--- src/rtl/fifo_wr_ingress_pkg.sv ---
// Shared FIFO definitions used by both the write and the read side.
// Pointer helpers work on a 32-bit container; callers truncate to their width.
package fifo_wr_ingress_pkg;

   localparam int unsigned PTR_MAX        = 32;
   localparam int unsigned P_SIZE_DEFAULT = 4;

   typedef logic [PTR_MAX-1:0] ptr_t;

   function automatic int unsigned depth_of(input int unsigned p_size);
      return 32'd1 << (p_size - 1);
   endfunction

   localparam int unsigned DEPTH = depth_of(P_SIZE_DEFAULT);

   // Zero-extended Gray input leaves the low bits of the result exact.
   function automatic ptr_t gray2bin(input ptr_t g);
      ptr_t b;
      b[PTR_MAX-1] = g[PTR_MAX-1];
      for (int unsigned i = PTR_MAX - 1; i > 0; i--) begin
         b[i-1] = b[i] ^ g[i-1];
      end
      return b;
   endfunction

endpackage

--- src/rtl/fifo_wr_ingress_if.sv ---
// Upstream valid/ready word interface feeding the FIFO write ingress.
interface fifo_wr_ingress_if #(
   parameter int unsigned D_WIDTH = 8
);
   logic               s_valid;
   logic [D_WIDTH-1:0] s_data;
   logic               s_ready;

   modport master (output s_valid, output s_data, input s_ready);
   modport slave  (input s_valid, input s_data, output s_ready);
endinterface

--- src/rtl/fifo_wr_ingress_sync_2ff.sv ---
// Two-flop synchroniser, width-parameterised, reset to zero.
module sync_2ff #(
   parameter int unsigned WIDTH = 1
) (
   input  logic             clk,
   input  logic             rstn,
   input  logic [WIDTH-1:0] d,
   output logic [WIDTH-1:0] q
);
   logic [WIDTH-1:0] meta;

   always_ff @(posedge clk or negedge rstn) begin
      if (!rstn) begin
         meta <= '0;
         q    <= '0;
      end else begin
         meta <= d;
         q    <= meta;
      end
   end
endmodule

--- src/rtl/fifo_wr_ingress.sv ---
// FIFO write-side ingress: read-pointer sync, skid-buffered upstream port,
// write strobe generation, fill level, almost-full and write counter.
module fifo_wr_ingress
   import fifo_wr_ingress_pkg::*;
#(
   parameter int unsigned P_SIZE   = 4,
   parameter int unsigned D_WIDTH  = 8,
   parameter int unsigned AF_LEVEL = 6
) (
   input  logic                w_clk,
   input  logic                w_rstn,
   fifo_wr_ingress_if.slave    up,
   input  logic [P_SIZE-1:0]   rd_gray_ptr,
   input  logic [P_SIZE-1:0]   w_ptr,
   input  logic                full,
   output logic [P_SIZE-1:0]   sync_rd_ptr,
   output logic                w_inc,
   output logic [D_WIDTH-1:0]  w_data,
   output logic [P_SIZE-1:0]   w_level,
   output logic                almost_full,
   output logic [15:0]         wr_count
);
   localparam int unsigned FIFO_DEPTH = depth_of(P_SIZE);

   logic [P_SIZE-1:0]  rd_bin;
   logic [P_SIZE-1:0]  lvl;
   logic               xfer;
   logic               ready_q;
   logic               main_valid, main_valid_d;
   logic               skid_valid, skid_valid_d;
   logic [D_WIDTH-1:0] main_data, main_data_d;
   logic [D_WIDTH-1:0] skid_data, skid_data_d;

   sync_2ff #(.WIDTH(P_SIZE)) u_rd_sync (
      .clk  (w_clk),
      .rstn (w_rstn),
      .d    (rd_gray_ptr),
      .q    (sync_rd_ptr)
   );

   assign rd_bin     = P_SIZE'(gray2bin(ptr_t'(sync_rd_ptr)));
   assign lvl        = w_ptr - rd_bin;
   // The level gate covers the cycle where full still lags w_ptr.
   assign w_inc      = main_valid && !full && (lvl < P_SIZE'(FIFO_DEPTH));
   assign w_data     = main_data;
   assign xfer       = up.s_valid && ready_q;
   assign up.s_ready = ready_q;

   always_comb begin
      main_valid_d = main_valid;
      main_data_d  = main_data;
      skid_valid_d = skid_valid;
      skid_data_d  = skid_data;
      if (w_inc) begin
         if (skid_valid) begin
            main_data_d  = skid_data;
            skid_valid_d = 1'b0;
         end else if (xfer) begin
            main_data_d  = up.s_data;
         end else begin
            main_valid_d = 1'b0;
         end
      end else if (xfer) begin
         if (!main_valid) begin
            main_valid_d = 1'b1;
            main_data_d  = up.s_data;
         end else begin
            skid_valid_d = 1'b1;
            skid_data_d  = up.s_data;
         end
      end
   end

   always_ff @(posedge w_clk or negedge w_rstn) begin
      if (!w_rstn) begin
         main_valid  <= 1'b0;
         skid_valid  <= 1'b0;
         ready_q     <= 1'b0;
         w_level     <= '0;
         almost_full <= 1'b0;
         wr_count    <= '0;
      end else begin
         main_valid  <= main_valid_d;
         skid_valid  <= skid_valid_d;
         ready_q     <= !skid_valid_d;
         w_level     <= lvl;
         almost_full <= (lvl >= P_SIZE'(AF_LEVEL));
         if (w_inc && (wr_count != 16'hFFFF)) begin
            wr_count <= wr_count + 16'd1;
         end
      end
   end

   always_ff @(posedge w_clk) begin
      main_data <= main_data_d;
      skid_data <= skid_data_d;
   end
endmodule

--- src/flat_wrapper.sv ---
// flat-port wrapper written by rule: the top's interface ports become plain ports
module fifo_wr_ingress_flat import fifo_wr_ingress_pkg::*;
#(
   parameter int unsigned P_SIZE   = 4,
   parameter int unsigned D_WIDTH  = 8,
   parameter int unsigned AF_LEVEL = 6
)
  (w_clk, w_rstn, rd_gray_ptr, w_ptr, full, sync_rd_ptr, w_inc, w_data, w_level, almost_full, wr_count, up_s_valid, up_s_data, up_s_ready);
  fifo_wr_ingress_if #(.D_WIDTH(D_WIDTH)) up_i ();
  input  logic w_clk;
  input  logic w_rstn;
  input  logic [P_SIZE-1:0] rd_gray_ptr;
  input  logic [P_SIZE-1:0] w_ptr;
  input  logic full;
  output logic [P_SIZE-1:0] sync_rd_ptr;
  output logic w_inc;
  output logic [D_WIDTH-1:0] w_data;
  output logic [P_SIZE-1:0] w_level;
  output logic almost_full;
  output logic [15:0] wr_count;
  input wire logic [$bits(up_i.s_valid)-1:0] up_s_valid;
  input wire logic [$bits(up_i.s_data)-1:0] up_s_data;
  output wire logic [$bits(up_i.s_ready)-1:0] up_s_ready;
  assign up_i.s_valid = up_s_valid;
  assign up_i.s_data = up_s_data;
  assign up_s_ready = up_i.s_ready;
  fifo_wr_ingress #(.P_SIZE(P_SIZE), .D_WIDTH(D_WIDTH), .AF_LEVEL(AF_LEVEL)) u_core (.w_clk(w_clk), .w_rstn(w_rstn), .up(up_i), .rd_gray_ptr(rd_gray_ptr), .w_ptr(w_ptr), .full(full), .sync_rd_ptr(sync_rd_ptr), .w_inc(w_inc), .w_data(w_data), .w_level(w_level), .almost_full(almost_full), .wr_count(wr_count));
endmodule
--- config.mk ---
export PLATFORM = sky130hd
export DESIGN_NAME = fifo_wr_ingress_flat
export DESIGN_NICKNAME = d
export VERILOG_FILES = /design/src/rtl/fifo_wr_ingress_pkg.sv /design/src/rtl/fifo_wr_ingress_if.sv /design/src/rtl/fifo_wr_ingress_sync_2ff.sv /design/src/rtl/fifo_wr_ingress.sv /design/src/flat_wrapper.sv
export SDC_FILE = /design/constraint.sdc
export NUM_CORES = 1
export LEC_CHECK = 0
export ABC_AREA = 1
export BUFFER_PORTS_ARGS = -buffer_cell sky130_fd_sc_hd__buf_2
export CORE_MARGIN = 2
export CORE_UTILIZATION = 30
export CTS_CLUSTER_DIAMETER = 200
export CTS_CLUSTER_SIZE = 40
export DETAILED_ROUTE_END_ITERATION = 6
export GPL_ROUTABILITY_DRIVEN = 1
export HOLD_SLACK_MARGIN = 0.06
export PLACE_DENSITY = 0.57
export SYNTH_ARGS = -nofsm -noshare
export SYNTH_HDL_FRONTEND = slang
export SYNTH_SLANG_ARGS = --single-unit
--- constraint.sdc ---
create_clock -name w_clk -period 3.3 [get_ports w_clk]
set_clock_uncertainty 0.2 [all_clocks]
set_input_delay 0.66 -clock w_clk [delete_from_list [all_inputs] [get_ports w_clk]]
set_output_delay 0.66 -clock w_clk [all_outputs]
set_load 0.02 [all_outputs]
# ---- Word-level counts from Yosys, hierarchy flattened
# Index checks and enable logic that the tools add are counted.
dict set report totals {
  output_inout_bits 35
  word_cells 45
  regBits 48
  in_bits 20
}
dict set report classes {
  n_mux 12
  reduce_logical 11
  magnitude_cmp 2
  n_eq_ne 4
  add_sub_neg 2
  bitwise_logic 4
}
# op count
set ops {}
lappend ops {{$mux W8} 5}
lappend ops {{$add A16 B1 Y16 const B} 1}
lappend ops {{$ne A16 B16 Y1 const B} 1}
lappend ops {{$reduce_and A3 Y1} 3}
lappend ops {{$mux W1} 7}
lappend ops {{$ge A4 B3 Y1 const B} 1}
lappend ops {{$logic_and A1 B1 Y1} 4}
lappend ops {{$lt A4 B4 Y1 const B} 1}
lappend ops {{$ne A2 B2 Y1 const B} 2}
lappend ops {{$reduce_bool A2 Y1} 2}
lappend ops {{$sub A4 B4 Y4} 1}
lappend ops {{$xor A1 B1 Y1} 3}
lappend ops {{$logic_not A1 Y1} 2}
lappend ops {{$ne A2 B1 Y1 const B} 1}
lappend ops {{$not A1 Y1} 1}

# ---- Logic depth before layout (Yosys ltp)
# Gate-level depths: netlist (run 1).
dict set report depth {
  depth_word 8
  depth_mapped 13
  ltp_nobuf 12
}

# ---- Modules after synthesis
# From an unflattened synthesis (run 1), not the netlist that was laid out.
dict set report unflattened {
  cells_unflattened 267
  hier_area_um2 2374.8
}
# mod area_per_inst_um2 cells_each seq_area_each_um2 n_inst
set by_module_without_submodules {}
lappend by_module_without_submodules {fifo_wr_ingress 2174.6 259 1081.0 1}
lappend by_module_without_submodules {sync_2ff 200.2 8 200.2 1}

# ---- Worst setup path after synthesis (run 1)
# No wires, ideal clock.
dict set report synth_timing {
  path_type {flip-flop to output port}
  from {register u_core.u_rd_sync.q[3]}
  to {output port w_inc}
  path_stages_with_launch 12
  slack_ns 0.406
  n_path_buf 1
  required_time_ns 2.440
  arrival_ns 2.034
  path_cell_list {dfrtp_1 xnor2_1 xor2_1 xnor2_1 ha_1 inv_1 nand3_1 nand2_1 nand2_1 nand3_4 inv_2 buf_6}
}
dict set report synth_via {
  elab_chain_len 6
}
# element line
set synth_lines {}
lappend synth_lines {{start, declared} fifo_wr_ingress_sync_2ff.sv:8} ;# output logic [WIDTH-1:0] q
lappend synth_lines {{start signal, assigned} fifo_wr_ingress_sync_2ff.sv:18} ;# q <= meta;
lappend synth_lines {{$xor A1 B1 Y1 (3 in series)} fifo_wr_ingress_pkg.sv:21} ;# b[i-1] = b[i] ^ g[i-1];
lappend synth_lines {{$sub A4 B4 Y4 (*)} fifo_wr_ingress.sv:42} ;# assign lvl = w_ptr - rd_bin;
lappend synth_lines {{$lt A4 B4 Y1 (*)} fifo_wr_ingress.sv:44} ;# assign w_inc = main_valid && !full && (lvl < P_SIZE'(FIFO_DEPTH));
lappend synth_lines {{$logic_and A1 B1 Y1 (*)} fifo_wr_ingress.sv:44}
lappend synth_lines {{end, declared} flat_wrapper.sv:16} ;# output logic w_inc;
# Mark *: on every way between the ends. The rest lies on a longest branch, timed or not.

# ---- Worst setup path after layout (run 1)
# Same ends and word-level chain as after synthesis.

==> flow_summary.toml, run 1 <==
[outcome]
outcome = "complete, no violations"

[yosys]
yosysTopAreaCell = "dfrtp_1"
yosys_warnings = 0
netlist_instances = 270
ys_seq_area_share_pct = 53.36
syn_area_per_cell_um2 = 8.893
netlist_top_cells_area = "dfrtp_1 (33%), edfxtp_1 (20%), nand2_1 (16%)"
synth_top_area_share_pct = 33.35
synth_seq_cells = 48
syn_area_um2 = 2401
ys_types = 26
syn-num-nets = 295

[global_route]
grt_pass1_vias = 1761
grt_use_total_pct = 11.69
grt_pass1_wl_um = 8093
grt_max_degree = 33
antenna_found_initial = 0
overflow = 0

[clock_tree]
cts_max_level = 2
numCtsBuffers = 5
cts_root_buf = "clkbuf_8"
hold_buffers = 0
insertion_delay_ns = 0.30
cts.clk_slew.worst_paths_ns = 0.08
cts_tree = "done"
clockBufferDepth = 2
cts_num_sinks = 48

[die]
dieArea_um2 = 8735
start_util_pct = 31.07
die_w_um = 93.46
die_height_um = 93.46
rows = 32
core_area_um2 = 7727
io_pins = 55

[power]
ir_drop_v = 0.0003598
p_seq_share_pct = 45.6
power_density_nw_per_um2 = 652.4
p_leak_uw = 0.001438
power_frac_clock_pct = 22.8
total_power_uw = 1891
p_comb_share_pct = 31.6
switching_share_pct = 36.82
p_switching_uw = 696.5
internal-power_uw = 1195

[layout]
utilization_pct = 37.52
area_growth_pct = 20.74
final_cell_mix = "nand2_1 (104), buf_2 (54), inv_1 (32), dfrtp_1 (32), edfxtp_1 (16)"
fin_nets = 353
layout_commonest_cell = "nand2_1"
n_antenna_cell = 0
filler_cell_count = 801
drive_gt1_share_pct = 24.32

[drt]
via_per_inst = 4.241
routed_wirelength_um = 4621
drcViolationCount = 0
firstDrtPassIters = 4
vias = 1828
routedWlPerCell_um = 10.72
detail-route-antenna-nets = 0
drtIter0Drc = 59

[critical_path]
r2r_start = "u_core.u_rd_sync.q[3]$_DFF_PN0_"
reg2reg_to = "u_core.w_data[3]$_DFFE_PP_"
worst-r2r-cell-count = 12
cp-end-kind = "output pin"
cp.arrival_ns = 2.22
critical_path_class = "flop to output pin"
crit_required_ns = 2.44
path_max_fanout = 6
start_kind = "flop"
reg2reg_slack_ns = 0.70

[run]
maxCapViolations = 0

[placement]
place_hpwl_um = 3462
gp_routability_congestion = 0.7397
dp_slack_ns = 0.3513
io_buffers = 54

[timing]
setup-tns-final_ns = 0
worstMarginPinSlew_ns = 0.7042
finalMaxSlewViolations = 0
rsz0062_at_grt = "no"
hold_ws_ns = 0.1528
layout_setup_ws_ns = 0.2201
setup_violations = 0
final-hold-violation-count = 0
period_minus_slack_ns = 3.080
finalCritPeriodShare_pct = 93.33
slew_headroom_pct = 53.05
fmax_mhz = 324.7

[worst_hold_path]
hp-start = "u_core.u_rd_sync.meta[1]$_DFF_PN0_"
hold_end = "u_core.u_rd_sync.q[1]$_DFF_PN0_"
holdPathStages = 0
hp-class = "flop to flop"
Yosys cell counts:
master and instances:
edfxtp_1 16, inv_2 1, xnor2_1 7, clkbuf_1 2, nand4_1 5, nand2_1 104, o21bai_1 1, nor2_1 12
nor3_2 1, fa_1 1, nand3_1 7, nand3_2 2, buf_6 2, inv_1 32, xor2_1 6, nand3b_1 2
nor2_4 3, nand3_4 2, buf_8 1, o21ai_1 8, o21ai_0 14, nand2_2 2, nor2_2 2, dfrtp_1 32
a21oi_2 1, ha_1 4
registers in the layout, indices dropped and copies added, names as in the netlist:
register,count
u_core.almost_full,1
u_core.main_valid,1
u_core.skid_data,8
u_core.skid_valid,1
u_core.u_rd_sync.meta,4
u_core.u_rd_sync.q,4
u_core.up.s_ready,1
u_core.w_data,8
u_core.w_level,4
u_core.wr_count,16
what timing repair did:
action                     4_1_cts  5_1_grt
resized for setup                0        2
setup buffers                    0        1
setup endpoints to repair        0        1
worst max-delay path by stage:
stage | startpoint | end | slack (ns) | cells past startpoint
3_5_place_dp | u_core.u_rd_sync.q[3]$_DFF_PN0_ | w_inc | 0.35 | 11
3_3_place_gp | u_core.u_rd_sync.q[3]$_DFF_PN0_ | w_inc | 0.46 | 11
4_1_cts | u_core.u_rd_sync.q[3]$_DFF_PN0_ | w_inc | 0.02 | 11
5_1_grt | u_core.u_rd_sync.q[3]$_DFF_PN0_ | w_inc | 0.03 | 11
2_1_floorplan | u_core.u_rd_sync.q[3]$_DFF_PN0_ | w_inc | 0.41 | 11
6_report | u_core.u_rd_sync.q[3]$_DFF_PN0_ | w_inc | 0.22 | 11
routing by layer:
metal / track usage [%] / share of wire [%] / wire [µm]
met5: 0 / 0 / 0
met4: 3.676 / 1.1 / 53
met3: 2.256 / 4.5 / 208
met2: 19.78 / 46 / 2114
met1: 15.08 / 49 / 2244
area by class of cell:
type / count / area, µm² / share of cell area, %
timing repair buffer: 56 / 285.3 / 9.840
clock buffer: 5 / 68.82 / 2.374
inverter: 33 / 123.9 / 4.273
tap: 102 / 127.6 / 4.402
sequential: 48 / 1281 / 44.20
clock inverter: 3 / 46.29 / 1.597
multi-input combinational: 184 / 965.9 / 33.32
critical path, cell delays in order, from the launching register on:
cell     delay (ns)
dfrtp_1        0.45
xnor2_2        0.24
xor2_2         0.22
xnor2_1        0.14
ha_1           0.16
inv_1          0.06
nand3_1        0.10
nand2_1        0.08
nand2_1        0.12
nand3_4        0.12
inv_2          0.08
buf_2          0.16
power groups by stage:
stage | Sequential, µW | Combinational, µW | Clock [µW]
final | 862 | 598 | 431
after global routing | 886 | 684 | 469
after CTS | 864 | 606 | 447
after detailed placement | 876 | 604 | 0
after global placement | 874 | 593 | 0
after floorplan | 956 | 355 | 0
kinds of logic after synthesis:
logic type | count (synthesis) | synth area share (%)
XOR/XNOR | 13 | 4.742
AND/OR/NAND/NOR | 142 | 26.68
buffers and inverters | 38 | 7.035
flip-flops | 48 | 53.36
adder cells (fa/ha/maj) | 5 | 2.918
AO/OA/AOI/OAI | 24 | 5.264
stage by stage:
stage,cells,instance area (µm²)
2_1_floorplan,270,2401
3_3_place_gp,422,2761
3_5_place_dp,422,2761
4_1_cts,430,2877
5_1_grt,431,2899
6_report,431,2899
Note: power is estimated with default switching activity, not from simulation.
==> run 2, diff against run 1 <==
--- a/config.mk
+++ b/config.mk
@@ -14,7 +14,8 @@
 export DETAILED_ROUTE_END_ITERATION = 6
 export GPL_ROUTABILITY_DRIVEN = 1
 export HOLD_SLACK_MARGIN = 0.06
-export PLACE_DENSITY = 0.57
+export PLACE_DENSITY = 0.58
 export SYNTH_ARGS = -nofsm -noshare
 export SYNTH_HDL_FRONTEND = slang
+export SYNTH_HIERARCHICAL = 1
 export SYNTH_SLANG_ARGS = --single-unit
==> run 2 against run 1 <==
  * Sequential power up 0.9%
  * Synthesized area down 1.1%
  * Combinational power up 3%
  * Clock-buffer cell count unchanged
  * Critical path depth up 3
  * Utilization up 0.86 points
  * Hold slack better by 0.0017 ns
  * Non-clock buffer count up 7
  * Routed wire length up 2.3%
  * Clock power up 0.9%
  * Critical path type unchanged
  * Largest power group unchanged
==> flow_summary.toml, run 2 <==
[yosys]
yosysTopAreaCell = "dfrtp_1"
synth_edf_count = 16
netlist_instances = 267
yosys_warnings = 6
synth-simple-area-share_pct = 26.55
syn_area_um2 = 2375
netlist_top_cells_area = "dfrtp_1 (34%), edfxtp_1 (20%), nand2_1 (17%)"
synth_adder_area_share_pct = 2.950
ys_types = 26
ys_async_sr_fraction_pct = 66.67
synth_xor_area_share_pct = 5.163
syn_area_per_cell_um2 = 8.894
synthMuxAreaShare_pct = 0
yosysMostFrequentCell = "nand2_1"
syn-num-nets = 292
synth-main-ff-cell = "dfrtp_1"
synth_seq_cells = 48
ys_seq_area_share_pct = 53.95
synth_compound_area_share_pct = 4.689
synth_top_area_share_pct = 33.72
synth_common_cells = "nand2_1 (107), dfrtp_1 (32), inv_1 (30)"
synth_top_family_by_area = "simple AND/OR/NAND/NOR gates"

[layout]
drive_gt1_share_pct = 26.43
filler_cell_count = 803
finalNonFillerCells = 435
multi_input_area_um2 = 962.2
largest_reg_flops = 16
top_register = "u_core/wr_count"
layout_commonest_cell = "nand2_1"
n_antenna_cell = 0
final_cell_mix = "nand2_1 (106), buf_2 (53), dfrtp_1 (32), inv_1 (30), o21ai_0 (19)"
seq_area_um2 = 1281
fin_nets = 357
area_growth_pct = 24.24

[worst_hold_path]
hp-class = "flop to flop"
hp-start = "u_core/u_rd_sync/meta[2]$_DFF_PN0_"

[critical_path]
worstPathCellList = "xnor2_2 -> xor2_2 -> buf_4 -> nand2_1 -> nand2_1 -> inv_1 -> ha_1 -> inv_1 -> nand3_2 -> nand2_1 -> nand2_2 -> nand3_4 -> inv_8 -> buf_4"
cp.arrival_ns = 2.27
r2r_start = "u_core/u_rd_sync/q[3]$_DFF_PN0_"
path_max_fanout = 4
startpoint = "u_core/u_rd_sync/q[3]$_DFF_PN0_"
critical_path_class = "flop to output pin"
path_common_cell = "nand2_1"
start_kind = "flop"
slowest_delay_ns = 0.42
crit_required_ns = 2.44
slowest_stage = "dfrtp_1"
cp-end-kind = "output pin"

[global_route]
grt_pass1_wl_um = 7838
antenna_found_initial = 0
met1_usage_pct = 14.51
busiest_layer = "met2"
grt_use_total_pct = 11.28
overflow = 0
met2_usage_pct = 18.60
grt_pass1_vias = 1731
use_met3_pct = 3.062
grt_max_degree = 33

[clock_tree]
hold_buffers = 0
cts_max_level = 2
numCtsBuffers = 5
cts.clk_slew.worst_paths_ns = 0.08
cts_tree = "done"
cts_num_sinks = 48
insertion_delay_ns = 0.30
cts_root_buf = "clkbuf_8"
clockBufferDepth = 2

[power]
ir_drop_v = 0.0004973
power_density_nw_per_um2 = 651.2
p_leak_uw = 0.001498

[die]
die_height_um = 92.97
dieArea_um2 = 8643
rows = 32
die_w_um = 92.97
io_pins = 55
core_area_um2 = 7687
start_util_pct = 30.89

[placement]
gp_routability_congestion = 0.7801
io_buffers = 54
dp_cells = 418
place_hpwl_um = 3388
dp_slack_ns = 0.1620

[timing]
setup-tns-final_ns = 0
finalMaxSlewViolations = 0
setup_violations = 0
period_minus_slack_ns = 3.132
finalCritPeriodShare_pct = 94.89
hold_ws_ns = 0.1544
layout_setup_ws_ns = 0.1685
slew_headroom_pct = 52.69
fmax_mhz = 319.3
final-hold-violation-count = 0
worstMarginPinSlew_ns = 0.7097

[drt]
drtIter0Drc = 54
detail-route-antenna-nets = 0
drcViolationCount = 0
routed_wirelength_um = 4728
vias = 1849
via_per_inst = 4.251
firstDrtPassIters = 4
routedWlPerCell_um = 10.87

[run]
maxCapViolations = 0

[outcome]
outcome = "complete, no violations"
-- run 2: final cells by class --
cell class                 count  area share [%]
inverter                      31           4.198
tap                          102           4.326
timing repair buffer          63           11.54
multi-input combinational    183           32.61
clock inverter                 3           1.569
clock buffer                   5           2.332
sequential                    48           43.43
-- run 2: path summary, 6_finish.rpt --
kind	endpoint	slack [ns]	cells past startpoint
max in group asynchronous	u_core/u_rd_sync/q[1]$_DFF_PN0_	2.23	1
min in group asynchronous	u_core/wr_count[7]$_DFFE_PN0P_	0.20	1
max	w_inc	0.17	14
max reg2reg	u_core/w_data[2]$_DFFE_PP_	0.46	13
min reg2reg	u_core/u_rd_sync/q[2]$_DFF_PN0_	0.15	0
min	u_core/u_rd_sync/q[2]$_DFF_PN0_	0.15	0
-- run 2: cells by family after synthesis --
group                    Yosys count
AO/OA/AOI/OAI                     21
XOR/XNOR                          14
adder cells (fa/ha/maj)            5
buffers and inverters             36
flip-flops                        48
AND/OR/NAND/NOR                  143
-- run 2: routing by layer --
layer,vias to the layer above,share of wire [%]
met4,0,0.72
met1,834,46
met3,2,6.2
met5,-,0
met2,49,47
li1,964,-
-- run 2: where the power goes --
group | internal, µW | switching (µW)
clock network | 229 | 206
registers | 761 | 108
logic | 225 | 393
total | 1210 | 707
-- run 2: stage by stage --
stage | area [µm²] | util (%) | total power (µW)
2_1_floorplan | 2375 | - | 1303
3_3_place_gp | 2730 | 35.51 | 1450
3_5_place_dp | 2730 | 35.51 | 1462
4_1_cts | 2875 | 37.40 | 1912
5_1_grt | 2950 | 38.38 | 2063
6_report | 2950 | 38.38 | 1921
-- run 2: critical path: cells and delay by family (launching register included) --
family | cells | cell delay, ns
adders and majority gates | 1 | 0.20
buffers and inverters | 5 | 0.44
DFF | 1 | 0.42
xor gates and xnor gates | 2 | 0.45
and+or+nand+nor | 6 | 0.49
-- run 2: what timing repair did --
action	4_1_cts	5_1_grt
buffers inserted	2	7
resized for setup	4	5
pin swaps	1	2
endpoints found under the setup margin	1	1
==> run 3, diff against run 2 <==
--- a/config.mk
+++ b/config.mk
@@ -5,7 +5,6 @@
 export SDC_FILE = /design/constraint.sdc
 export NUM_CORES = 1
 export LEC_CHECK = 0
-export ABC_AREA = 1
 export BUFFER_PORTS_ARGS = -buffer_cell sky130_fd_sc_hd__buf_2
 export CORE_MARGIN = 2
 export CORE_UTILIZATION = 30
@@ -14,7 +13,7 @@
 export DETAILED_ROUTE_END_ITERATION = 6
 export GPL_ROUTABILITY_DRIVEN = 1
 export HOLD_SLACK_MARGIN = 0.06
-export PLACE_DENSITY = 0.58
+export PLACE_DENSITY = 0.59
 export SYNTH_ARGS = -nofsm -noshare
 export SYNTH_HDL_FRONTEND = slang
 export SYNTH_HIERARCHICAL = 1
==> run 3 against run 2 <==
  * Routed wire length shrank 20%
  * Via count decreased by 27%
  * Highest routed layer unchanged
  * Critical path depth decreased by 5
  * Global-route usage hardly changed
  * Design area is 14% lower
  * Sequential cell count did not move
  * Sequential power down 6.0%
==> flow_summary.toml, run 3 <==
[clock_tree]
cts.clk_slew.worst_paths_ns = 0.08
cts_tree = "done"
hold_buffers = 0
numCtsBuffers = 5
clockBufferDepth = 2
insertion_delay_ns = 0.30
cts_max_level = 2
cts_root_buf = "clkbuf_8"
cts_num_sinks = 48

[drt]
vias = 1357
drtIter0Drc = 37
firstDrtPassIters = 4
routed_wirelength_um = 3806
routedWlPerCell_um = 12.95
via_per_inst = 4.616
drcViolationCount = 0
detail-route-antenna-nets = 0

[layout]
top_register = "u_core/wr_count"
largest_reg_flops = 16
final_cell_mix = "buf_2 (53), dfrtp_1 (32), edfxtp_1 (16), nand2_1 (12), mux2_2 (10)"
drive_gt1_share_pct = 40.09
fin_nets = 241
area_growth_pct = 26.19
layout_commonest_cell = "buf_2"
n_antenna_cell = 0
utilization_pct = 39.61
finalInstanceArea_um2 = 2544

[placement]
place_area_um2 = 2397
place_hpwl_um = 2718
io_buffers = 54
gp_routability_congestion = 0.7893

[critical_path]
start_kind = "flop"
critPathTopFamily = "XOR/XNOR gates"
crit_required_ns = 2.44
path_max_fanout = 3
crit_buf_inv = 2
slowest_delay_ns = 0.43
cp.arrival_ns = 2.34
slowest_stage = "dfrtp_1"
cp-end-kind = "output pin"
critical_path_class = "flop to output pin"
worstPathCellList = "xnor2_2 -> xor2_2 -> xnor2_1 -> ha_2 -> nand3b_1 -> a2111oi_4 -> nor2_4 -> inv_4 -> buf_6"

[timing]
finalMaxSlewViolations = 0
worstMarginPinSlew_ns = 0.6886
rsz0062_at_grt = "yes"
fmax_mhz = 312.9
finalCritPeriodShare_pct = 96.85
final-hold-violation-count = 0
setup_violations = 0
period_minus_slack_ns = 3.196
slew_headroom_pct = 54.09

[yosys]
ys_seq_area_share_pct = 63.56
synth_common_cells = "dfrtp_1 (32), edfxtp_1 (16), nand2_1 (12)"
ys_types = 33
syn-num-nets = 174
synth_top_area_share_pct = 39.73
syn_area_um2 = 2016
netlist_instances = 149
synth_seq_cells = 48
yosysMostFrequentCell = "dfrtp_1"
yosys_warnings = 6
syn_area_per_cell_um2 = 13.53
synth-main-ff-cell = "dfrtp_1"
netlist_top_cells_area = "dfrtp_1 (40%), edfxtp_1 (24%), mux2_2 (5.6%)"
synth_edf_count = 16
ys_async_sr_fraction_pct = 66.67
yosysTopAreaCell = "dfrtp_1"

[global_route]
grt_pass1_wl_um = 6465
overflow = 0
antenna_found_initial = 0
grt_max_degree = 33
grt_pass1_vias = 1337
grt_use_total_pct = 11.24

[power]
switching_share_pct = 33.39
internal-power_uw = 1094
total_power_uw = 1642
power_density_nw_per_um2 = 645.5
p_leak_uw = 0.001153
p_comb_share_pct = 28.6
ir_drop_v = 0.0003706
power_frac_clock_pct = 21.6
p_seq_share_pct = 49.8
p_switching_uw = 548.2

[worst_hold_path]
hp-class = "flop to flop"

[die]
die_w_um = 85.97
dieArea_um2 = 7391
start_util_pct = 31.39
rows = 29
core_area_um2 = 6422
io_pins = 55
die_height_um = 85.97

[outcome]
outcome = "complete, no violations"

[run]
maxCapViolations = 0
[run 3: changes by cell type after synthesis, sizes merged, moves of 4 or more]
| cell | previous run | this run |
|---|---|---|
| inv | 31 | 9 |
| nand2 | 108 | 13 |
| nand3 | 12 | 7 |
| o21ai | 19 | 1 |
| nand4 | 2 | 6 |
| buf | 4 | 0 |
| nor2 | 15 | 6 |
| mux2 | 0 | 11 |
| nor3 | 1 | 5 |
[run 3: path summary, 6_finish.rpt]
path / from / to / slack, ns / depth (start not counted)
setup / recovery: u_core/u_rd_sync/q[3]$_DFF_PN0_ / w_inc / 0.10 / 9
hold / removal: u_core/u_rd_sync/meta[3]$_DFF_PN0_ / u_core/u_rd_sync/q[3]$_DFF_PN0_ / 0.15 / 0
setup reg to reg: u_core/u_rd_sync/q[3]$_DFF_PN0_ / u_core/w_data[4]$_DFFE_PP_ / 0.26 / 12
hold reg to reg: u_core/u_rd_sync/meta[3]$_DFF_PN0_ / u_core/u_rd_sync/q[3]$_DFF_PN0_ / 0.15 / 0
max in group asynchronous: w_rstn / u_core/up.s_ready$_DFF_PN0_ / 2.25 / 1
min in group asynchronous: w_rstn / u_core/wr_count[14]$_DFFE_PN0P_ / 0.20 / 1
[run 3: kinds of logic (layout without fill, tap and decap cells)]
logic type / count (synthesis) / count (layout) / share of synthesized area [%]
buffers and inverters: 9 / 77 / 1.800
and+or+nand+nor: 48 / 48 / 13.22
AOI/OAI and AO/OA: 12 / 12 / 4.842
DFF: 48 / 48 / 63.56
muxes: 11 / 11 / 6.145
xor gates and xnor gates: 16 / 16 / 6.952
adders and majority gates: 5 / 5 / 3.476
[run 3: final cells by class]
class                      count  area, µm²
fill                         630       3879
sequential                    48       1281
tap                           77      96.34
inverter                       9      36.28
timing repair buffer          60      321.6
clock buffer                   6      82.58
multi-input combinational     92      715.7
clock inverter                 2      10.01
[run 3: through the flow]
| step | cells | hold WS (ns) | setup slack [ns] | TNS (ns) |
|---|---|---|---|---|
| global route | 294 | 0.1601 | -0.04883 | -0.04883 |
| detailed placement | 282 | 0.1362 | 0.1249 | 0 |
| finish | 294 | 0.1537 | 0.1040 | 0 |
| CTS | 293 | 0.1568 | 0.005250 | 0 |
| floorplan | 149 | 0.1312 | 0.06608 | 0 |
| global placement | 282 | 0.1350 | 0.2395 | 0 |
[run 3: power by group through the flow]
stage	combinational [µW]	sequential (µW)	clock, µW
final	469	818	354
after global routing	518	838	391
after CTS	471	819	372
after detailed placement	458	828	0
after global placement	453	828	0
after floorplan	200	923	0
[run 3: worst register-to-register path, delay by kind of cell, from the launching register on]
family | cells | cell delay [ns]
AOI/OAI and AO/OA | 2 | 0.55
xor gates and xnor gates | 3 | 0.55
adders and majority gates | 1 | 0.19
buffers and inverters | 3 | 0.43
DFF | 1 | 0.43
and+or+nand+nor | 3 | 0.41
[run 3: layer usage]
layer,vias up,GRT usage [%],share of wire [%]
met4,0,4.329,1.2
met1,641,15.23,48
met5,-,0,0
met3,5,2.695,5.3
met2,40,17.41,46
li1,671,-,-
[run 3: timing repair]
action                                  in CTS  in global routing
gates resized for setup                      2                  3
pin swaps                                    2                  3
cloned                                       0                  0
setup buffers                                3                  1
endpoints found under the setup margin       1                  9
